$ cat src/rtl/sprite_palette_bank.sv
// Banked sprite palette with per-channel lookup and priority compositing.
// Two-stage pipeline: palette read, then lowest-channel-wins composite over background.
module sprite_palette_bank #(
  parameter int NUM_CH       = 4,
  parameter int IDX_W        = 4,
  parameter int BANK_W       = 2,
  parameter int TRANS_IDX    = 0,
  parameter int FLASH_FRAMES = 16,
  localparam int HCH_W       = (NUM_CH > 1) ? $clog2(NUM_CH) : 1
) (
  input  logic                     Clk,
  input  logic                     Reset_n,
  input  logic                     wr_en,
  input  logic [BANK_W-1:0]        wr_bank,
  input  logic [IDX_W-1:0]         wr_index,
  input  logic [11:0]              wr_rgb,
  input  logic                     frame_start,
  input  logic                     flash_en,
  input  logic [11:0]              bg_rgb,
  input  logic                     pix_valid_in,
  input  logic [NUM_CH-1:0]        ch_active,
  input  logic [NUM_CH*BANK_W-1:0] ch_bank,
  input  logic [NUM_CH*IDX_W-1:0]  ch_index,
  input  logic [NUM_CH-1:0]        ch_flash,
  output logic                     pix_valid_out,
  output logic [3:0]               red,
  output logic [3:0]               green,
  output logic [3:0]               blue,
  output logic                     hit,
  output logic [HCH_W-1:0]         hit_ch,
  output logic                     flash_phase
);

  localparam int NUM_ENT = 1 << (BANK_W + IDX_W);
  localparam int CNT_W   = (FLASH_FRAMES > 1) ? $clog2(FLASH_FRAMES) : 1;
  localparam logic [BANK_W-1:0] BANK_ONE  = BANK_W'(1);
  localparam logic [IDX_W-1:0]  TRANS     = IDX_W'(TRANS_IDX);
  localparam logic [CNT_W-1:0]  CNT_LAST  = CNT_W'(FLASH_FRAMES - 1);

  logic [11:0]       pal [NUM_ENT];
  logic [CNT_W-1:0]  frame_cnt;
  logic              phase;

  // Palette storage; reads below see the pre-write value in a same-cycle write.
  always_ff @(posedge Clk or negedge Reset_n) begin
    if (!Reset_n) begin
      for (int i = 0; i < NUM_ENT; i++) pal[i] <= 12'h000;
    end else if (wr_en) begin
      pal[{wr_bank, wr_index}] <= wr_rgb;
    end
  end

  // Frame counter only runs while flashing is enabled; disabling resets the phase.
  always_ff @(posedge Clk or negedge Reset_n) begin
    if (!Reset_n) begin
      frame_cnt <= '0;
      phase     <= 1'b0;
    end else if (!flash_en) begin
      frame_cnt <= '0;
      phase     <= 1'b0;
    end else if (frame_start) begin
      if (frame_cnt == CNT_LAST) begin
        frame_cnt <= '0;
        phase     <= ~phase;
      end else begin
        frame_cnt <= frame_cnt + CNT_W'(1);
      end
    end
  end

  assign flash_phase = phase;

  logic [BANK_W-1:0] eff_bank [NUM_CH];
  logic [11:0]       rd_rgb   [NUM_CH];
  logic [NUM_CH-1:0] rd_trans;

  always_comb begin
    rd_trans = '0;
    for (int c = 0; c < NUM_CH; c++) begin
      eff_bank[c] = ch_bank[c*BANK_W +: BANK_W];
      if (flash_en && ch_flash[c] && phase) eff_bank[c] = eff_bank[c] ^ BANK_ONE;
      rd_rgb[c]   = pal[{eff_bank[c], ch_index[c*IDX_W +: IDX_W]}];
      rd_trans[c] = (ch_index[c*IDX_W +: IDX_W] == TRANS);
    end
  end

  logic              s1_valid;
  logic [11:0]       s1_rgb [NUM_CH];
  logic [NUM_CH-1:0] s1_trans;
  logic [NUM_CH-1:0] s1_active;

  always_ff @(posedge Clk or negedge Reset_n) begin
    if (!Reset_n) begin
      s1_valid  <= 1'b0;
      s1_trans  <= '0;
      s1_active <= '0;
      for (int c = 0; c < NUM_CH; c++) s1_rgb[c] <= 12'h000;
    end else begin
      s1_valid  <= pix_valid_in;
      s1_trans  <= rd_trans;
      s1_active <= ch_active;
      for (int c = 0; c < NUM_CH; c++) s1_rgb[c] <= rd_rgb[c];
    end
  end

  logic             win;
  logic [HCH_W-1:0] win_ch;
  logic [11:0]      win_rgb;

  // Scan from the top down so the lowest-numbered opaque channel is left standing.
  always_comb begin
    win     = 1'b0;
    win_ch  = '0;
    win_rgb = bg_rgb;
    for (int c = NUM_CH - 1; c >= 0; c--) begin
      if (s1_active[c] && !s1_trans[c]) begin
        win     = 1'b1;
        win_ch  = HCH_W'(c);
        win_rgb = s1_rgb[c];
      end
    end
  end

  always_ff @(posedge Clk or negedge Reset_n) begin
    if (!Reset_n) begin
      pix_valid_out <= 1'b0;
      red           <= 4'h0;
      green         <= 4'h0;
      blue          <= 4'h0;
      hit           <= 1'b0;
      hit_ch        <= '0;
    end else begin
      pix_valid_out <= s1_valid;
      red           <= win_rgb[11:8];
      green         <= win_rgb[7:4];
      blue          <= win_rgb[3:0];
      hit           <= win;
      hit_ch        <= win_ch;
    end
  end

endmodule

$ cat config.mk
export PLATFORM = sky130hd
export DESIGN_NAME = sprite_palette_bank
export DESIGN_NICKNAME = d
export VERILOG_FILES = /design/src/rtl/sprite_palette_bank.sv
export SDC_FILE = /design/constraint.sdc
export NUM_CORES = 2
export LEC_CHECK = 0
export ABC_CLOCK_PERIOD_IN_PS = 4650
export CELL_PAD_IN_SITES_DETAIL_PLACEMENT = 1
export CELL_PAD_IN_SITES_GLOBAL_PLACEMENT = 1
export CORE_MARGIN = 4
export CORE_UTILIZATION = 30
export DETAILED_ROUTE_END_ITERATION = 12
export PLACE_DENSITY_LB_ADDON = 0.12
export SETUP_SLACK_MARGIN = 0.15
export SYNTH_ARGS = -nofsm -noshare
export SYNTH_HDL_FRONTEND = slang
export SYNTH_SLANG_ARGS = --single-unit
export TNS_END_PERCENT = 10
$ cat constraint.sdc
create_clock -name Clk -period 4.65 [get_ports Clk]
set_clock_uncertainty 0.15 [all_clocks]
set_input_delay 1.395 -clock Clk [delete_from_list [all_inputs] [get_ports Clk]]
set_output_delay 1.395 -clock Clk [all_outputs]
set_load 0.005 [all_outputs]
==> impl_metrics.ini <==
[sta]
holdWs_ns = 0.200
worstMarginPinSlew_ns = 1.39
fin_ws_ns = 0.497
fmax_mhz = 241
max_slew_margin_pct = 6.49
min_period_ns = 4.15
final_max_slew_viol_count = 0
rsz0062_at_grt = no
min_period_over_period_pct = 89.3
hold_viol = 0
setup_viol = 0

[floorplan]
die_y_microns = 442
start_util_pct = 30.1
die_x_microns = 442
num_rows = 159
die_area_sq_um = 195000
core_sq_um = 188000
ioPinCount = 85

[setup_path]
arrival_ns = 4.63
start_kind = input port
end_kind = flop
slowest_stage = o311ai_0
worstSetupPathType = input port to flop
cp_top_family = compound AO/OA/AOI/OAI gates
critPathBufInv = 3
cpPeakStageDelay_ns = 1.12
worstPathMaxFanout = 39
worstPathRequired_ns = 5.13
worstPathCellList = buf_8 -> buf_12 -> mux4_2 -> mux2_2 -> o311ai_0 -> buf_4 -> mux2i_1

[final_layout]
final_core_util_pct = 35.5
drive_gt1_share_pct = 59.7
final_cell_mix = mux2_2 (850), dfrtp_1 (846), mux4_2 (842), buf_4 (295), clkbuf_16 (112)
syn2layout_area_growth_pct = 17.7
mostFrequentLayoutCell = mux2_2
postLayoutCellArea_sq_um = 66600
nets = 3934
num-fill-cells = 19000

[grt]
grt_antenna_before_repair = 13
grt_pass1_wl_mm = 372
grt_max_degree = 92
grt_pass1_vias = 41500
grt-ovfl-total = 0
track_usage_pct = 27.2

[placed_design]
globalplace.congestion = 0.866
hpwl_mm = 181
dp_slack_ns = -0.120
port_buffers = 84
placed_area_sq_um = 62700

[logic_synthesis]
syn_area_per_cell_sq_um = 15.3
synth.distinct_cells = 56
synthCells = 3704
ys_warn_count = 0
syn-num-nets = 3773
async_flop_share_pct = 100
ys.flop_type = dfrtp_1
seq_area_frac_synth_pct = 37.4
ys_ff_latch = 846
synth_edf_count = 0
netlist_area_sq_um = 56500

[routing]
drc = 0
detail-route-antenna-nets = 0
drt_iter0_drc = 4656
routedWlPerCell_microns = 41.6
dr.pass1.iters = 5
via_count = 40400
drt-vias-per-instance = 6.26
routed_wl_mm = 269

[power_and_ir_drop]
powerDensity_nw_per_um2 = 370
ir_drop_v = 0.000322
p_leak_nw = 27.1

[clocking]
post_cts_buffers = 0
numCtsBuffers = 111
h-tree-depth = 3
clockRootBuffer = clkbuf_16
cts_tree = done
max-clock-path-buffers = 3
cts_resized = 0
clock_latency_ns = 0.77
path_clk_slew_ns = 0.06
hold_buffers = 0
cts.sinks = 846

[run_status]
status = completed

[worst_hold_path]
hold_class = flop to flop

[job]
drv_cap = 0
## metrics by stage
stage	setup TNS, ns	total power, mW	cells
6_report	0	24.6	6458
5_1_grt	0	25.5	6454
4_1_cts	0	24.8	6452
3_5_place_dp	-0.186	15.4	6247
3_3_place_gp	-0.128	15.3	6247
2_1_floorplan	0	13.0	3704
## kinds of logic (layout without fill, tap and decap cells)
logic type | after synthesis | count (layout) | share of synthesized area (%)
adders and majority gates | 1 | 1 | 0.0221
AOI/OAI and AO/OA | 283 | 283 | 3.63
muxes | 1796 | 1796 | 52.3
xor gates and xnor gates | 10 | 10 | 0.181
buffers and inverters | 451 | 704 | 3.78
other | 0 | 6 | 0
DFF | 846 | 846 | 37.4
and+or+nand+nor | 317 | 317 | 2.61
## layout make-up
type                       instances  area [sq um]  share of cell area (%)
antenna                            6          15.0                  0.0226
tap                             2495          3120                    4.69
inverter                          33           124                   0.186
multi-input combinational       2407         33500                    50.3
clock buffer                     153          3180                    4.77
clock inverter                    52           693                    1.04
timing repair buffer             466          4790                    7.19
sequential                       846         21200                    31.8
## sequential cells by signal (all words and copies together) (netlist names), 2 cells and up
register	count
blue	4
red	4
s1_trans	4
pal	768
s1_active	4
hit_ch	2
green	4
frame_cnt	4
s1_rgb	48
## power breakdown
| group | total, mW | switching (mW) | internal, mW |
|---|---|---|---|
| Sequential | 9.56 | 1.23 | 8.34 |
| Combinational | 5.74 | 2.57 | 3.17 |
| Clock | 9.29 | 3.75 | 5.54 |
## path summary, 6_finish.rpt
check	start	end	slack [ns]	depth (start not counted)
hold / removal	s1_valid$_DFF_PN0_	pix_valid_out$_DFF_PN0_	0.20	0
setup / recovery	ch_index[8]	s1_rgb[18]$_DFF_PN0_	0.50	7
max in group asynchronous	Reset_n	pal[701]$_DFFE_PN0P_	2.78	3
min in group asynchronous	Reset_n	s1_rgb[3]$_DFF_PN0_	0.44	1
hold reg to reg	s1_valid$_DFF_PN0_	pix_valid_out$_DFF_PN0_	0.20	0
setup reg to reg	flash_phase$_DFFE_PN0P_	s1_rgb[18]$_DFF_PN0_	1.55	6
## routing by layer
metal  track usage, %  part of all wire [%]  vias up  wire, microns
li1                 -                     -    15400              -
met3             5.01                   6.9      379          18500
met2             41.8                    46     1677         122000
met1             38.4                    44    23000         117000
met5                0                0.0067        -             18
met4             9.78                   4.1        2          11000
## synth_stat cells, types with 17 or more instances
cell / n / area share, %
mux2_2: 850 / 17
dfrtp_1: 846 / 37
mux4_2: 842 / 34
clkbuf_1: 202 / 1.3
buf_2: 116 / 1.0
nand2_1: 101 / 0.67
mux2i_1: 94 / 1.7
nor2_1: 86 / 0.57
buf_4: 52 / 0.69
o221ai_1: 42 / 0.65
a22oi_1: 40 / 0.53
nand3_1: 39 / 0.35
nor2b_1: 36 / 0.40
buf_1: 34 / 0.23
o21ai_0: 34 / 0.30
inv_1: 33 / 0.22
o211ai_1: 29 / 0.39
a211oi_1: 28 / 0.37
a21oi_1: 25 / 0.22
o21ai_1: 17 / 0.15
Power figures use the tool's default switching activity.
